File: config.mk
export PLATFORM = sky130hd
export DESIGN_NAME = dmem_arbiter_flat
export DESIGN_NICKNAME = d
export VERILOG_FILES = /design/src/rtl/dmem_arbiter_pkg.sv /design/src/rtl/dmem_arbiter_if.sv /design/src/rtl/dmem_arb_pick.sv /design/src/rtl/dmem_arbiter.sv /design/src/flat_wrapper.sv
export SDC_FILE = /design/constraint.sdc
export NUM_CORES = 1
export LEC_CHECK = 0
export CAP_MARGIN = 20
export CORE_AREA = 2 2 89 91
export CTS_CLUSTER_DIAMETER = 30
export DETAILED_ROUTE_END_ITERATION = 8
export DIE_AREA = 0 0 91 93
export DONT_BUFFER_PORTS = 1
export PLACE_DENSITY_LB_ADDON = 0.05
export SYNTH_ARGS = -nofsm -noshare
export SYNTH_HDL_FRONTEND = slang
export SYNTH_SLANG_ARGS = --single-unit
File: constraint.sdc
create_clock -name clk_i -period 2.82 [get_ports clk_i]
set_input_delay 0.564 -clock clk_i [delete_from_list [all_inputs] [get_ports clk_i]]
set_output_delay 0.564 -clock clk_i [all_outputs]
set_load 0.02 [all_outputs]
File: src/rtl/dmem_arbiter_pkg.sv
// Shared types for the data-memory arbiter: widths, FSM state encoding and
// the latched request record.
package dmem_arbiter_pkg;

  localparam int AW = 5;   // memory word-address width
  localparam int DW = 32;  // data width

  // Arbiter FSM states; encodings are fixed so debug views stay stable.
  typedef enum logic [1:0] {
    ST_IDLE   = 2'd0,
    ST_ACCESS = 2'd1,
    ST_DONE   = 2'd2
  } arb_state_e;

  // One request as presented by a port and held for the access.
  typedef struct packed {
    logic          we;
    logic [AW-1:0] addr;
    logic [DW-1:0] wdata;
  } arb_req_t;

endpackage

File: src/rtl/dmem_arbiter_if.sv
// Bundle of both requester ports and the memory-side signals of the
// data-memory arbiter. "slave" is the arbiter's view, "master" is the view
// of the surrounding logic (requesters plus memory).
interface dmem_arbiter_if;
  import dmem_arbiter_pkg::*;

  logic          m0_req_i;
  logic          m0_we_i;
  logic [AW-1:0] m0_addr_i;
  logic [DW-1:0] m0_wdata_i;
  logic          m0_gnt_o;
  logic          m0_ack_o;
  logic [DW-1:0] m0_rdata_o;

  logic          m1_req_i;
  logic          m1_we_i;
  logic [AW-1:0] m1_addr_i;
  logic [DW-1:0] m1_wdata_i;
  logic          m1_gnt_o;
  logic          m1_ack_o;
  logic [DW-1:0] m1_rdata_o;

  logic [AW-1:0] mem_addr_o;
  logic          mem_read_en_o;
  logic          mem_write_en_o;
  logic [DW-1:0] mem_wr_data_o;
  logic [DW-1:0] mem_read_data_i;

  modport slave (
    input  m0_req_i, m0_we_i, m0_addr_i, m0_wdata_i,
    input  m1_req_i, m1_we_i, m1_addr_i, m1_wdata_i,
    input  mem_read_data_i,
    output m0_gnt_o, m0_ack_o, m0_rdata_o,
    output m1_gnt_o, m1_ack_o, m1_rdata_o,
    output mem_addr_o, mem_read_en_o, mem_write_en_o, mem_wr_data_o
  );

  modport master (
    output m0_req_i, m0_we_i, m0_addr_i, m0_wdata_i,
    output m1_req_i, m1_we_i, m1_addr_i, m1_wdata_i,
    output mem_read_data_i,
    input  m0_gnt_o, m0_ack_o, m0_rdata_o,
    input  m1_gnt_o, m1_ack_o, m1_rdata_o,
    input  mem_addr_o, mem_read_en_o, mem_write_en_o, mem_wr_data_o
  );

endinterface

File: src/rtl/dmem_arb_pick.sv
// Combinational winner select for the data-memory arbiter.
// Build option: DMEM_ARB_RR_EN -> round-robin on ties (port not granted last
// wins); otherwise fixed priority with port 0 always winning.
module dmem_arb_pick (
  input  logic req0,
  input  logic req1,
  input  logic last_winner,
  output logic winner,
  output logic valid
);

`ifdef DMEM_ARB_RR_EN
  // Round-robin: on a tie the port that did not win last time goes next.
  always_comb begin
    valid = req0 | req1;
    if (req0 && req1) begin
      winner = ~last_winner;
    end else if (req1) begin
      winner = 1'b1;
    end else begin
      winner = 1'b0;
    end
  end
`else
  // Fixed priority ignores history; keep the input visibly consumed.
  logic unused_last_s;
  assign unused_last_s = last_winner;

  // Fixed priority: port 1 only wins when port 0 is not asking.
  always_comb begin
    valid = req0 | req1;
    if (req0) begin
      winner = 1'b0;
    end else if (req1) begin
      winner = 1'b1;
    end else begin
      winner = 1'b0;
    end
  end
`endif

endmodule

File: src/rtl/dmem_arbiter.sv
// Two-port arbiter in front of the single-ported data memory. Port 0 is the
// LSU, port 1 the debug/loader. Each access runs IDLE -> ACCESS -> DONE, so
// one access completes every three cycles. All outputs are registered.
// Build option: DMEM_ARB_RR_EN selects round-robin instead of fixed priority.
module dmem_arbiter
  import dmem_arbiter_pkg::*;
(
  input  logic           clk_i,
  input  logic           rst_i,   // asynchronous, active low
  dmem_arbiter_if.slave  bus
);

  arb_state_e    state_r, state_nx_s;
  arb_req_t      lat_r, lat_nx_s;
  arb_req_t      port0_s, port1_s;
  logic          owner_r, owner_nx_s;
  logic [1:0]    gnt_r, gnt_nx_s;
  logic [1:0]    ack_r, ack_nx_s;
  logic          mem_re_r, mem_re_nx_s;
  logic          mem_we_r, mem_we_nx_s;
  logic [AW-1:0] mem_addr_r, mem_addr_nx_s;
  logic [DW-1:0] mem_wd_r, mem_wd_nx_s;
  logic [DW-1:0] rdata0_r, rdata0_nx_s;
  logic [DW-1:0] rdata1_r, rdata1_nx_s;
  logic          last_winner_s;
  logic          pick_winner_s;
  logic          pick_valid_s;

  assign port0_s = {bus.m0_we_i, bus.m0_addr_i, bus.m0_wdata_i};
  assign port1_s = {bus.m1_we_i, bus.m1_addr_i, bus.m1_wdata_i};

  dmem_arb_pick u_pick (
    .req0        (bus.m0_req_i),
    .req1        (bus.m1_req_i),
    .last_winner (last_winner_s),
    .winner      (pick_winner_s),
    .valid       (pick_valid_s)
  );

`ifdef DMEM_ARB_RR_EN
  logic last_winner_r;

  // Remember who was granted last; reset value makes port 0 win the first tie.
  always_ff @(posedge clk_i or negedge rst_i) begin
    if (!rst_i) begin
      last_winner_r <= 1'b1;
    end else if (state_r == ST_IDLE && pick_valid_s) begin
      last_winner_r <= pick_winner_s;
    end
  end

  assign last_winner_s = last_winner_r;
`else
  assign last_winner_s = 1'b0;
`endif

  // Next state and next values of every registered output.
  always_comb begin
    state_nx_s    = state_r;
    lat_nx_s      = lat_r;
    owner_nx_s    = owner_r;
    gnt_nx_s      = 2'b00;
    ack_nx_s      = 2'b00;
    mem_re_nx_s   = 1'b0;
    mem_we_nx_s   = 1'b0;
    mem_addr_nx_s = {AW{1'b0}};
    mem_wd_nx_s   = {DW{1'b0}};
    rdata0_nx_s   = rdata0_r;
    rdata1_nx_s   = rdata1_r;
    case (state_r)
      ST_IDLE: begin
        if (pick_valid_s) begin
          if (pick_winner_s) begin
            lat_nx_s = port1_s;
            gnt_nx_s = 2'b10;
          end else begin
            lat_nx_s = port0_s;
            gnt_nx_s = 2'b01;
          end
          owner_nx_s    = pick_winner_s;
          mem_re_nx_s   = ~lat_nx_s.we;
          mem_we_nx_s   = lat_nx_s.we;
          mem_addr_nx_s = lat_nx_s.addr;
          mem_wd_nx_s   = lat_nx_s.wdata;
          state_nx_s    = ST_ACCESS;
        end else begin
          state_nx_s = ST_IDLE;
        end
      end
      ST_ACCESS: begin
        // Memory drove read data at the negedge; it is taken at this edge.
        if (owner_r) begin
          gnt_nx_s = 2'b10;
          ack_nx_s = 2'b10;
        end else begin
          gnt_nx_s = 2'b01;
          ack_nx_s = 2'b01;
        end
        if (!lat_r.we) begin
          if (owner_r) begin
            rdata1_nx_s = bus.mem_read_data_i;
          end else begin
            rdata0_nx_s = bus.mem_read_data_i;
          end
        end else begin
          rdata0_nx_s = rdata0_r;
          rdata1_nx_s = rdata1_r;
        end
        state_nx_s = ST_DONE;
      end
      ST_DONE: begin
        state_nx_s = ST_IDLE;
      end
      default: begin
        state_nx_s = ST_IDLE;
      end
    endcase
  end

  // State, latched request and output registers; reset clears everything.
  always_ff @(posedge clk_i or negedge rst_i) begin
    if (!rst_i) begin
      state_r    <= ST_IDLE;
      lat_r      <= '0;
      owner_r    <= 1'b0;
      gnt_r      <= 2'b00;
      ack_r      <= 2'b00;
      mem_re_r   <= 1'b0;
      mem_we_r   <= 1'b0;
      mem_addr_r <= {AW{1'b0}};
      mem_wd_r   <= {DW{1'b0}};
      rdata0_r   <= {DW{1'b0}};
      rdata1_r   <= {DW{1'b0}};
    end else begin
      state_r    <= state_nx_s;
      lat_r      <= lat_nx_s;
      owner_r    <= owner_nx_s;
      gnt_r      <= gnt_nx_s;
      ack_r      <= ack_nx_s;
      mem_re_r   <= mem_re_nx_s;
      mem_we_r   <= mem_we_nx_s;
      mem_addr_r <= mem_addr_nx_s;
      mem_wd_r   <= mem_wd_nx_s;
      rdata0_r   <= rdata0_nx_s;
      rdata1_r   <= rdata1_nx_s;
    end
  end

  assign bus.m0_gnt_o       = gnt_r[0];
  assign bus.m1_gnt_o       = gnt_r[1];
  assign bus.m0_ack_o       = ack_r[0];
  assign bus.m1_ack_o       = ack_r[1];
  assign bus.m0_rdata_o     = rdata0_r;
  assign bus.m1_rdata_o     = rdata1_r;
  assign bus.mem_addr_o     = mem_addr_r;
  assign bus.mem_read_en_o  = mem_re_r;
  assign bus.mem_write_en_o = mem_we_r;
  assign bus.mem_wr_data_o  = mem_wd_r;

endmodule

File: src/flat_wrapper.sv
// flat-port wrapper written by rule: the top's interface ports become plain ports
module dmem_arbiter_flat import dmem_arbiter_pkg::*;
  (clk_i, rst_i, bus_m0_req_i, bus_m0_we_i, bus_m0_addr_i, bus_m0_wdata_i, bus_m1_req_i, bus_m1_we_i, bus_m1_addr_i, bus_m1_wdata_i, bus_mem_read_data_i, bus_m0_gnt_o, bus_m0_ack_o, bus_m0_rdata_o, bus_m1_gnt_o, bus_m1_ack_o, bus_m1_rdata_o, bus_mem_addr_o, bus_mem_read_en_o, bus_mem_write_en_o, bus_mem_wr_data_o);
  dmem_arbiter_if bus_i ();
  input  logic clk_i;
  input  logic rst_i;
  input wire logic [$bits(bus_i.m0_req_i)-1:0] bus_m0_req_i;
  input wire logic [$bits(bus_i.m0_we_i)-1:0] bus_m0_we_i;
  input wire logic [$bits(bus_i.m0_addr_i)-1:0] bus_m0_addr_i;
  input wire logic [$bits(bus_i.m0_wdata_i)-1:0] bus_m0_wdata_i;
  input wire logic [$bits(bus_i.m1_req_i)-1:0] bus_m1_req_i;
  input wire logic [$bits(bus_i.m1_we_i)-1:0] bus_m1_we_i;
  input wire logic [$bits(bus_i.m1_addr_i)-1:0] bus_m1_addr_i;
  input wire logic [$bits(bus_i.m1_wdata_i)-1:0] bus_m1_wdata_i;
  input wire logic [$bits(bus_i.mem_read_data_i)-1:0] bus_mem_read_data_i;
  output wire logic [$bits(bus_i.m0_gnt_o)-1:0] bus_m0_gnt_o;
  output wire logic [$bits(bus_i.m0_ack_o)-1:0] bus_m0_ack_o;
  output wire logic [$bits(bus_i.m0_rdata_o)-1:0] bus_m0_rdata_o;
  output wire logic [$bits(bus_i.m1_gnt_o)-1:0] bus_m1_gnt_o;
  output wire logic [$bits(bus_i.m1_ack_o)-1:0] bus_m1_ack_o;
  output wire logic [$bits(bus_i.m1_rdata_o)-1:0] bus_m1_rdata_o;
  output wire logic [$bits(bus_i.mem_addr_o)-1:0] bus_mem_addr_o;
  output wire logic [$bits(bus_i.mem_read_en_o)-1:0] bus_mem_read_en_o;
  output wire logic [$bits(bus_i.mem_write_en_o)-1:0] bus_mem_write_en_o;
  output wire logic [$bits(bus_i.mem_wr_data_o)-1:0] bus_mem_wr_data_o;
  assign bus_i.m0_req_i = bus_m0_req_i;
  assign bus_i.m0_we_i = bus_m0_we_i;
  assign bus_i.m0_addr_i = bus_m0_addr_i;
  assign bus_i.m0_wdata_i = bus_m0_wdata_i;
  assign bus_i.m1_req_i = bus_m1_req_i;
  assign bus_i.m1_we_i = bus_m1_we_i;
  assign bus_i.m1_addr_i = bus_m1_addr_i;
  assign bus_i.m1_wdata_i = bus_m1_wdata_i;
  assign bus_i.mem_read_data_i = bus_mem_read_data_i;
  assign bus_m0_gnt_o = bus_i.m0_gnt_o;
  assign bus_m0_ack_o = bus_i.m0_ack_o;
  assign bus_m0_rdata_o = bus_i.m0_rdata_o;
  assign bus_m1_gnt_o = bus_i.m1_gnt_o;
  assign bus_m1_ack_o = bus_i.m1_ack_o;
  assign bus_m1_rdata_o = bus_i.m1_rdata_o;
  assign bus_mem_addr_o = bus_i.mem_addr_o;
  assign bus_mem_read_en_o = bus_i.mem_read_en_o;
  assign bus_mem_write_en_o = bus_i.mem_write_en_o;
  assign bus_mem_wr_data_o = bus_i.mem_wr_data_o;
  dmem_arbiter u_core (.clk_i(clk_i), .rst_i(rst_i), .bus(bus_i));
endmodule
* After elaboration in Yosys (flattened, before gate mapping)
Index checks and enable logic that the tools add are counted.
** Word-level totals
- Memory bits (writable) :: 0
- Memories kept :: 0
- Logic and storage cells :: 40
- ROM bits :: 0
- Bits in registers :: 111
- Bits of input ports :: 112
- Output and inout port bits :: 107
- Latch bits :: 0
** Cells by class
- Multiply operators :: 0
- Shift-type cells :: 0
- $lt $le $gt $ge :: 0
- Reductions and logical operators :: 4
- Muxes and demuxes :: 20
- $add $sub $neg :: 0
- Equality and inequality tests :: 1
- Divide/modulo/power cells :: 0
- Bitwise operators :: 4
** Operators with widths (count)
- $mux W38 :: 3
- $mux W32 :: 2
- $mux W5 :: 2
- $mux W2 :: 4
- $pmux W2 S2 :: 2
- $mux W1 :: 7
- $reduce_and A3 Y1 :: 2
- $not A1 Y1 :: 3
- $eq A2 B1 Y1 const B :: 1
- $logic_not A2 Y1 :: 1
- $reduce_and A2 Y1 :: 1
- $or A1 B1 Y1 :: 1

* Depth between registers and ports, before layout
Gate-level depths: netlist (run 1).
- Depth after elaboration :: 8
- Mapped depth :: 6
- Gate-level depth less buffers :: 4

* Hierarchy
A second synthesis (run 1) with hierarchy kept.
** Second synthesis, totals
- Cell total of the unflattened synthesis :: 285
- Area, all modules :: 4304.1 µm²
** Modules (own cells, without submodules)
- dmem_arbiter :: times used 1, area an instance 4291.6 µm², sequential area each 2777.7 µm², cells each 283
- dmem_arb_pick :: times used 1, area an instance 12.5 µm², sequential area each 0.0 µm², cells each 2

* Worst setup path after synthesis (run 1)
Ideal clock, no wire load.
- Kind :: input -> register
- Start point :: in bus_m0_req_i
- End point :: reg u_core.mem_wd_r[12] (netlist: u_core.bus.mem_wr_data_o[12])
- Library setup time :: 0.065 ns
- Data required time :: 2.755 ns
- Arrival :: 1.405 ns
- Path buffers :: 2
- Cell stages on the path :: 5
- Slack :: 1.349 ns
- Cell sequence :: nand2b_1 > nor3_2 > buf_2 > buf_2 > a22o_1
** Between the ends
- Word-level cells in the longest chain between the ends :: 6
- Elaborated cells between the ends (all ways) :: 7
- Those cells by class :: mux (6); bitwise (1)
** Ends and longest elaborated chain
- start, declared :: RTL line flat_wrapper.sv:7 : input wire logic [$bits(bus_i.m0_req_i)-1:0] bus_m0_req_i;
- $mux W1 :: RTL line dmem_arb_pick.sv:32 : if (req0) begin
- $mux W38 :: RTL line dmem_arbiter.sv:73 : if (pick_winner_s) begin
- $mux W38 :: RTL line dmem_arbiter.sv:72 : if (pick_valid_s) begin
- $mux W38 :: RTL line dmem_arbiter.sv:70 : case (state_r)
- $mux W32 * :: RTL line dmem_arbiter.sv:72
- $mux W32 * :: RTL line dmem_arbiter.sv:70
- named net u_core.mem_wd_nx_s[12] :: RTL line dmem_arbiter.sv:22 : logic [DW-1:0] mem_wd_r, mem_wd_nx_s;
- end signal, assigned :: RTL line dmem_arbiter.sv:131 : mem_wd_r <= {DW{1'b0}};
- end signal, assigned :: RTL line dmem_arbiter.sv:143 : mem_wd_r <= mem_wd_nx_s;
- end, declared :: RTL line dmem_arbiter.sv:22
The timed path passes the listed nets; every way through them passes the cells marked *. The select of a mux whose other input is x is not followed.
A chain may end at the register's enable or synchronous reset.

* Final worst setup path (run 1)
- Start point :: reg u_core.state_r[1]
- End point :: reg u_core.rdata1_r[31] (netlist: u_core.bus.m1_rdata_o[31])
** Between the ends
- Word-level cells in the longest chain between the ends :: 2
** Ends and longest elaborated chain
- start, declared :: RTL line dmem_arbiter.sv:13 : arb_state_e state_r, state_nx_s;
- start signal, assigned :: RTL line dmem_arbiter.sv:135 : state_r <= state_nx_s;
- $eq A2 B1 Y1 :: RTL line dmem_arbiter.sv:70
- $reduce_and A3 Y1 (no source line)
- end signal, assigned :: RTL line dmem_arbiter.sv:133 : rdata1_r <= {DW{1'b0}};
- end signal, assigned :: RTL line dmem_arbiter.sv:145 : rdata1_r <= rdata1_nx_s;
- end, declared :: RTL line dmem_arbiter.sv:24 : logic [DW-1:0] rdata1_r, rdata1_nx_s;
No other way between the ends.

==> flow_metrics.tcl, run 1 <==
set metrics [dict create \
    area_growth_pct 6.00 \
    netlist_area_um2 4190 \
    yosys_warnings 0 \
    post-route-period-util_pct 63.7 \
    hold_viol 111 \
    tns_ns 0 \
    peakVddDrop_v 0.000527 \
    met1_usage_pct 21.7 \
    yosys-top-cells-area "dfrtp_1 66%, mux2_4 11%, mux2_1 9.1%" \
    critPathArrivalTime_ns 2.03 \
    post_dp_cell_area_um2 4240 \
    layout_common_cells "111 x dfrtp_1, 37 x a22o_1, 34 x mux2_1" \
    final_common_cell "dfrtp_1" \
    die_w_um 91 \
    finalSetupViolations 0 \
    ant_nets 0 \
    dr.pass1.iters 4 \
    synth_cell_types 24 \
    dp_slack_ns 1.00 \
    hold_slack_ns -0.111 \
    dpl.cell_count 337 \
    grt_max_degree 112 \
    die_area_um2 8460 \
    grt_pass1_wl_um 12000 \
    die_y_um 93 \
    critPathCaptureType "flip-flop" \
    violations "negative hold slack" \
    ios 219 \
    antenna_cells 0 \
    path_class "reg2reg" \
    synth.net_count 359 \
    clockBufferDepth 2 \
    maxSlewViolCount 0 \
    gp_congestion 0.748 \
    grt_pass1_vias 2149 \
    power.static_leakage_nw 2.07 \
    cts_tree "built" \
    layout_setup_ws_ns 1.02 \
    design_area_um2 4440 \
    rsz0062_at_grt "false" \
    detailed_place_hpwl_um 5840 \
    drc_errors 0 \
    ys_seq_area_share_pct 66.2 \
    synth.largest_area_cell "dfrtp_1" \
    synthesis.instances 247 \
    combPwrFrac_pct 20.0 \
    maxCapViolCount 0 \
    powerDensity_nw_per_um2 1250 \
    start_util_pct 55.7 \
    reg2reg_depth 4 \
    p_sw_share_pct 39.1 \
    antenna_found_initial 0 \
    avgSynthCellArea_um2 17.0 \
    cp_slowest_cell "and3_4" \
    final_cell_count_no_fill 353 \
    drive_above_1_share_pct 21.1 \
    slowest_delay_ns 0.60 \
    status "finished, violations left" \
    viasPerCell 5.88 \
    fillers 602 \
    worst_ep_required_time_ns 3.05 \
    busiest_layer "met2" \
    gr-usage-all-layers_pct 18.8 \
    fin_crit_ns 1.80 \
    cts_buffers 9 \
    synth.ff_latch_count 111 \
    vias 2074 \
    path_depth 4 \
    p_switching_mw 2.17 \
    fin_skew_ns 0.0150 \
    slew_headroom_pct 57.7 \
    cts_max_level 3 \
    critPathTopFamily "simple AND/OR/NAND/NOR gates" \
    hold_class "in2async" \
    synth_top_area_share_pct 66.2 \
    crit_chain "nand2b_4 -> inv_2 -> and3_4 -> mux2_1" \
    cts.clk_slew.worst_paths_ns 0.10 \
    wl_per_cell_um 22.6 \
    power_frac_seq_pct 63.0 \
    timing.fmax_ghz 0.557 \
    root_buffer "clkbuf_8" \
    portBuffers 0 \
    cts_resized 0 \
    post_cts_buffers 0 \
    core_um2 7530 \
    gr-total-overflow 0 \
    seq_area_um2 2780 \
    critical_path.max_fanout 32 \
    totalWireLength_um 7990 \
    grtUsageMet2_pct 31.2 \
    worst-path-buf-inv 1 \
    clock_sinks 111 \
    startpoint_type "flip-flop" \
    final_nets 358 \
    grt_util_met3_pct 8.46 \
    tightest_slew_ns 0.635 \
    internal_power_mw 3.38 \
    multi_input_area_um2 1300 \
    rows 32 \
    clk_latency_ns 0.35 \
    pwr-share-clk_pct 17.1 \
    drt_iter0_markers 75 \
]
==> synth_stat cells <==
master,count
buf_8,3
mux2_4,30
nor2_1,2
mux2i_1,2
o21a_1,1
clkbuf_1,2
nand2_1,1
dfrtp_1,111
nor2b_1,1
or2_1,1
buf_4,3
buf_6,1
and3_4,1
nor3_2,2
o21ai_1,1
nand2b_4,1
buf_2,6
a21o_1,1
nand2b_1,1
a22o_1,37
inv_1,1
and2_1,3
inv_2,1
mux2_1,34
==> kinds of logic after synthesis <==
| logic type | Yosys count | share of synthesized area, % |
|---|---|---|
| AOI/OAI and AO/OA | 40 | 8.21 |
| buffers and inverters | 17 | 2.95 |
| DFF | 111 | 66.2 |
| muxes | 66 | 20.4 |
| and+or+nand+nor | 13 | 2.24 |
==> final cells by class <==
type / count / area share, %
clock buffer: 11 / 3.18
timing repair buffer: 3 / 0.507
tap: 102 / 2.87
sequential: 111 / 62.5
clock inverter: 5 / 1.44
multi-input combinational: 119 / 29.3
inverter: 2 / 0.169
==> final timing paths <==
path                                         from                        end  slack, ns
max reg2reg                     u_core.state_r[1]  u_core.bus.m1_rdata_o[31]       1.02
min in group clk_i         bus_mem_read_data_i[4]   u_core.bus.m0_rdata_o[4]       0.33
min                                         rst_i   u_core.bus.m1_rdata_o[2]      -0.11
max in group asynchronous                   rst_i           u_core.lat_r[37]       2.74
max                             u_core.state_r[1]  u_core.bus.m1_rdata_o[31]       1.02
min reg2reg                        u_core.owner_r            u_core.ack_r[0]       0.56
==> registers in the layout, indices dropped and copies added (netlist names) <==
signal and cells:
u_core.bus.m0_rdata_o 32, u_core.bus.m1_rdata_o 32, u_core.bus.mem_wr_data_o 32, u_core.bus.mem_addr_o 5, u_core.ack_r 2, u_core.gnt_r 2, u_core.state_r 2, u_core.bus.mem_read_en_o 1
u_core.bus.mem_write_en_o 1, u_core.lat_r 1, u_core.owner_r 1
==> metal layers <==
layer / share of wire [%] / vias up
met5: 0 / -
met1: 36 / 1060
met4: 1.4 / 0
met3: 11 / 7
met2: 52 / 125
li1: - / 882
==> power groups by stage <==
| stage | clock network, mW | logic, mW | registers [mW] |
|---|---|---|---|
| after floorplan | 0 | 1.03 | 3.36 |
| after global placement | 0 | 1.06 | 3.53 |
| after detailed placement | 0 | 1.13 | 3.55 |
| after CTS | 0.974 | 1.13 | 3.52 |
| after global routing | 1.04 | 1.23 | 3.58 |
| final | 0.948 | 1.11 | 3.50 |
==> stage by stage <==
| stage | power, mW | util, % | hold slack [ns] |
|---|---|---|---|
| finish | 5.56 | 59.0 | -0.111 |
| global route | 5.85 | 59.0 | -0.141 |
| CTS | 5.63 | 59.0 | -0.123 |
| detailed placement | 4.68 | 56.3 | 0.271 |
| global placement | 4.60 | 56.3 | 0.271 |
| floorplan | 4.39 | - | 0.268 |
Power figures use the tool's default switching activity.
==> run 2, diff against run 1 <==
- clock period: 2.82 -> 1.88 ns (I/O delays scaled with it)
==> flow_metrics.tcl, run 2 (same netlist as run 1, synthesis figures left out) <==
set metrics [dict create \
    clk_latency_ns 0.36 \
    reg2reg_from "u_core.state_r[1]" \
    cts_buffers 9 \
    core_um2 7530 \
    fillers 587 \
    r2r_slack_ns 0.25 \
    antenna_cells 0 \
    timing.fmax_ghz 0.615 \
    power.static_leakage_nw 2.07 \
    clockBufferDepth 2 \
    hold_slack_ns -0.300 \
    p_switching_mw 3.28 \
    finalSetupViolations 0 \
    fin_skew_ns 0.0103 \
    maxCapViolCount 0 \
    critPathArrivalTime_ns 1.86 \
    die_area_um2 8460 \
    post-route-util_pct 59.2 \
    gr-usage-all-layers_pct 19.1 \
    status "finished, violations left" \
    die_w_um 91 \
    gr-total-overflow 0 \
    vias 2090 \
    powerDensity_nw_per_um2 1850 \
    clock_sinks 111 \
    root_buffer "clkbuf_8" \
    ios 219 \
    drive_above_1_share_pct 21.4 \
    tightest_slew_ns 0.374 \
    tns_ns 0 \
    start_util_pct 55.7 \
    cts_tree "built" \
    grt_max_degree 112 \
    gp_congestion 0.759 \
    power_frac_seq_pct 63.7 \
    cts_resized 0 \
    final_nets 359 \
    wl_per_cell_um 22.6 \
    rsz0062_at_grt "false" \
    die_y_um 93 \
    drc_errors 0 \
    drt_iter0_markers 75 \
    slew_headroom_pct 75.1 \
    grt_pass1_wl_um 12200 \
    worst_ep_required_time_ns 2.11 \
    dr.pass1.iters 4 \
    p_sw_share_pct 39.7 \
    internal_power_mw 4.98 \
    totalWireLength_um 8010 \
    cts_max_level 3 \
    combPwrFrac_pct 20.9 \
    path_class "reg2reg" \
    startpoint_type "flip-flop" \
    ant_nets 0 \
    rows 32 \
    reg2reg_depth 5 \
    area_growth_pct 6.21 \
    hold_class "in2async" \
    post-route-period-util_pct 86.5 \
    critPathCaptureType "flip-flop" \
    pwr-share-clk_pct 15.5 \
    hold_viol 111 \
    rr_endpoint "u_core.bus.m1_rdata_o[31]" \
    layout_common_cells "111 x dfrtp_1, 37 x a22o_1, 34 x mux2_1" \
    viasPerCell 5.90 \
    final_common_cell "dfrtp_1" \
    critical_path.max_fanout 32 \
    violations "negative hold slack" \
    cts.clk_slew.worst_paths_ns 0.10 \
    grt_pass1_vias 2180 \
    portBuffers 0 \
    antenna_found_initial 0 \
    post_cts_buffers 0 \
    fin_crit_ns 1.63 \
    detailed_place_hpwl_um 5850 \
    peakVddDrop_v 0.000840 \
    maxSlewViolCount 0 \
]
## run 2: cell count changes in the layout (fill, tap and decap cells not counted)
cell,previous run,this run
buf_4,3,2
bufinv_16,1,0
clkinvlp_4,1,0
clkinv_2,0,1
clkinv_4,1,2
buf_12,0,2
## run 2: cell type report
| class | count | area, µm² | share of cell area, % |
|---|---|---|---|
| inverter | 2 | 7.51 | 0.169 |
| timing repair buffer | 4 | 55.1 | 1.24 |
| tap | 102 | 128 | 2.87 |
| multi-input combinational | 119 | 1300 | 29.3 |
| clock inverter | 5 | 40.0 | 0.899 |
| sequential | 111 | 2780 | 62.4 |
| clock buffer | 11 | 141 | 3.18 |
## run 2: metrics by stage
stage / area (µm²) / instances / power, mW / setup slack [ns]
floorplan: 4190 / 247 / 6.59 / 0.438
global placement: 4270 / 338 / 6.93 / 0.330
detailed placement: 4270 / 338 / 7.07 / 0.256
CTS: 4450 / 354 / 8.36 / 0.243
global route: 4450 / 354 / 8.71 / 0.198
finish: 4450 / 354 / 8.25 / 0.254
## run 2: how the worst max path moves through the flow
stage                                            to              start  slack (ns)
after floorplan           u_core.bus.m1_rdata_o[10]  u_core.state_r[1]        0.44
after global placement     u_core.bus.m1_rdata_o[0]  u_core.state_r[1]        0.33
after detailed placement  u_core.bus.m1_rdata_o[31]  u_core.state_r[1]        0.26
after CTS                 u_core.bus.m1_rdata_o[31]  u_core.state_r[1]        0.24
after global routing      u_core.bus.m1_rdata_o[31]  u_core.state_r[1]        0.20
final                     u_core.bus.m1_rdata_o[31]  u_core.state_r[1]        0.25
## run 2: power by group through the flow
stage | registers, mW | logic, mW | clock network, mW
floorplan | 5.04 | 1.55 | 0
global placement | 5.30 | 1.64 | 0
detailed placement | 5.32 | 1.75 | 0
CTS | 5.28 | 1.75 | 1.33
global route | 5.37 | 1.89 | 1.45
finish | 5.25 | 1.72 | 1.28
## run 2: worst max-delay path: stages, from the launching register on
cell and delay (ns):
dfrtp_1 0.43, nand2b_4 0.18, inv_2 0.08, and3_4 0.20, buf_12 0.25, mux2_1 0.35
## run 2: metal layers
layer | GRT usage [%] | routed length [µm] | vias up
li1 | - | - | 885
met1 | 22.6 | 2890 | 1068
met2 | 29.8 | 4090 | 131
met3 | 10.1 | 942 | 6
met4 | 7.32 | 89 | 0
met5 | 0 | 0 | -
==> run 3, diff against run 2 <==
- ABC_AREA: default -> 1
- CAP_MARGIN: 20 -> 15
- CORE_AREA: 2 2 89 91 -> 2 2 91 93
- DIE_AREA: 0 0 91 93 -> 0 0 93 95
==> flow_metrics.tcl, run 3 <==
set metrics [dict create \
    avgSynthCellArea_um2 9.09 \
    ys.flop_type "dfrtp_1" \
    ant_nets 0 \
    synth_edf_count 0 \
    detailed_place_hpwl_um 6690 \
    finalSetupViolations 0 \
    maxSlewViolCount 0 \
    maxCapViolCount 0 \
    netlist_area_um2 4340 \
    cts_buffers 9 \
    critPathLaunch "u_core.owner_r" \
    crit_chain "buf_4 -> nand3_1 -> buf_4 -> nand2_1 -> nand2_1" \
    tns_ns 0 \
    combPwrFrac_pct 23.5 \
    yosys_warnings 0 \
    power.static_leakage_nw 2.49 \
    drc_errors 0 \
    fillers 708 \
    post-route-period-util_pct 80.5 \
    pwr-share-clk_pct 15.3 \
    antenna_found_initial 0 \
    clockBufferDepth 2 \
    grt_pass1_wl_um 14900 \
    post_cts_buffers 0 \
    area_growth_pct 5.85 \
    cts_max_level 3 \
    synth_common_cells "250 x nand2_1, 111 x dfrtp_1, 34 x nand3_1" \
    synth.net_count 590 \
    hold_class "in2async" \
    gp_congestion 0.692 \
    die_y_um 95 \
    synth_cell_types 13 \
    clk_latency_ns 0.37 \
    drt_iter0_markers 122 \
    dr.pass1.iters 4 \
    grt_max_degree 112 \
    internal_power_mw 4.56 \
    cts_resized 0 \
    cp_slowest_cell "dfrtp_1" \
    r2r_slack_ns 0.37 \
    rows 33 \
    final_cell_count_no_fill 580 \
    peakVddDrop_v 0.000640 \
    rsz0062_at_grt "false" \
    p_switching_mw 3.99 \
    critPathArrivalTime_ns 1.77 \
    startpoint_type "flip-flop" \
    ys_async_sr_fraction_pct 100 \
    gr-usage-all-layers_pct 22.2 \
    vias 3073 \
    ios 219 \
    cts_tree "built" \
    power_frac_seq_pct 61.2 \
    power.total_mw 8.55 \
    slew_headroom_pct 77.0 \
    antenna_cells 0 \
    final_nets 583 \
    synth.ff_latch_count 111 \
    start_util_pct 54.8 \
    worst_ep_required_time_ns 2.14 \
    die_area_um2 8840 \
    yosys-top-cells-area "dfrtp_1 64%, nand2_1 22%, nand4_1 4.6%" \
    ys_seq_area_share_pct 64.0 \
    portBuffers 0 \
    dpl.cell_count 565 \
    viasPerCell 5.30 \
    timing.fmax_ghz 0.661 \
    critPathCaptureType "flip-flop" \
    rr_endpoint "u_core.bus.m1_rdata_o[0]" \
    drive_above_1_share_pct 7.37 \
    fin_skew_ns 0.0109 \
    reg2reg_depth 5 \
    cts.clk_slew.worst_paths_ns 0.09 \
    critical_path.max_fanout 30 \
    tightest_slew_ns 0.345 \
    final_common_cell "nand2_1" \
    synth_top_area_share_pct 64.0 \
    root_buffer "clkbuf_8" \
    hold_viol 111 \
    violations "negative hold slack" \
    fin_crit_ns 1.51 \
    hold_slack_ns -0.304 \
    powerDensity_nw_per_um2 1860 \
    reg2reg_from "u_core.owner_r" \
    wl_per_cell_um 16.4 \
    synth_most_common_cell "nand2_1" \
    synth.largest_area_cell "dfrtp_1" \
    slowest_delay_ns 0.50 \
    synthesis.instances 478 \
    layout_common_cells "250 x nand2_1, 111 x dfrtp_1, 34 x nand3_1" \
    gr-total-overflow 0 \
    core_um2 7930 \
    status "finished, violations left" \
    grt_pass1_vias 2922 \
    clock_sinks 111 \
    p_sw_share_pct 46.7 \
    path_class "reg2reg" \
    die_w_um 93 \
    totalWireLength_um 9520 \
]
## run 3: changes by cell type in the layout (fill, tap and decap cells not counted), sizes merged, moves of 5 or more
cell	previous run	this run
a22o	37	0
buf	4	13
inv	4	9
mux2	64	0
nand2	1	250
nand3	0	34
nand4	0	32
nor2	2	8
## run 3: area by class of cell
class	instances	area, µm²	area share [%]
Clock buffer	11	151	3.29
Clock inverter	4	31.3	0.680
Inverter	9	33.8	0.735
Multi-Input combinational cell	327	1370	29.9
Sequential cell	111	2780	60.4
Tap cell	105	131	2.86
Timing Repair Buffer	13	97.6	2.12
## run 3: how the worst max path moves through the flow
stage / endpoint / slack (ns) / depth (start not counted)
floorplan: u_core.bus.m0_rdata_o[10] / 0.76 / 6
global placement: u_core.bus.m1_rdata_o[5] / 0.45 / 5
detailed placement: u_core.bus.m1_rdata_o[0] / 0.38 / 5
CTS: u_core.bus.m1_rdata_o[0] / 0.36 / 5
global route: u_core.bus.m1_rdata_o[3] / 0.21 / 5
finish: u_core.bus.m1_rdata_o[0] / 0.37 / 5
## run 3: power by group through the flow
stage	sequential, mW	combinational (mW)	clock [mW]
floorplan	5.03	1.68	0
global route	5.36	2.38	1.45
detailed placement	5.30	2.04	0
global placement	5.30	1.96	0
finish	5.23	2.01	1.31
CTS	5.27	2.03	1.36
## run 3: per-layer routing
metal  wire [µm]  global-route usage (%)  up-vias
li1            -                       -     1492
met5           0                       0        -
met1        3750                    27.2     1408
met4         231                    10.3        0
met3        1070                    8.70       18
met2        4460                    34.8      155
## run 3: per-stage QoR
step / worst slack (ns) / utilization [%] / cell area, µm²
3_3_place_gp: 0.453 / 55.7 / 4410
5_1_grt: 0.206 / 58.0 / 4600
2_1_floorplan: 0.756 / - / 4340
3_5_place_dp: 0.378 / 55.7 / 4410
6_report: 0.367 / 58.0 / 4600
4_1_cts: 0.363 / 58.0 / 4600
## run 3: cells by family (layout without fill, tap and decap cells)
kind of cell           count (synthesis)  in the layout  synth area share [%]
buffers and inverters                 40             37                  4.52
DFF                                  111            111                  64.0
AOI/OAI and AO/OA                      3              3                 0.346
and+or+nand+nor                      324            324                  31.2
## run 3: worst max-delay path, delay by kind of cell, from the launching register on
kind / cells / cell delay, ns
flip-flops: 1 / 0.50
buffers and inverters: 2 / 0.61
AND/OR/NAND/NOR: 3 / 0.29
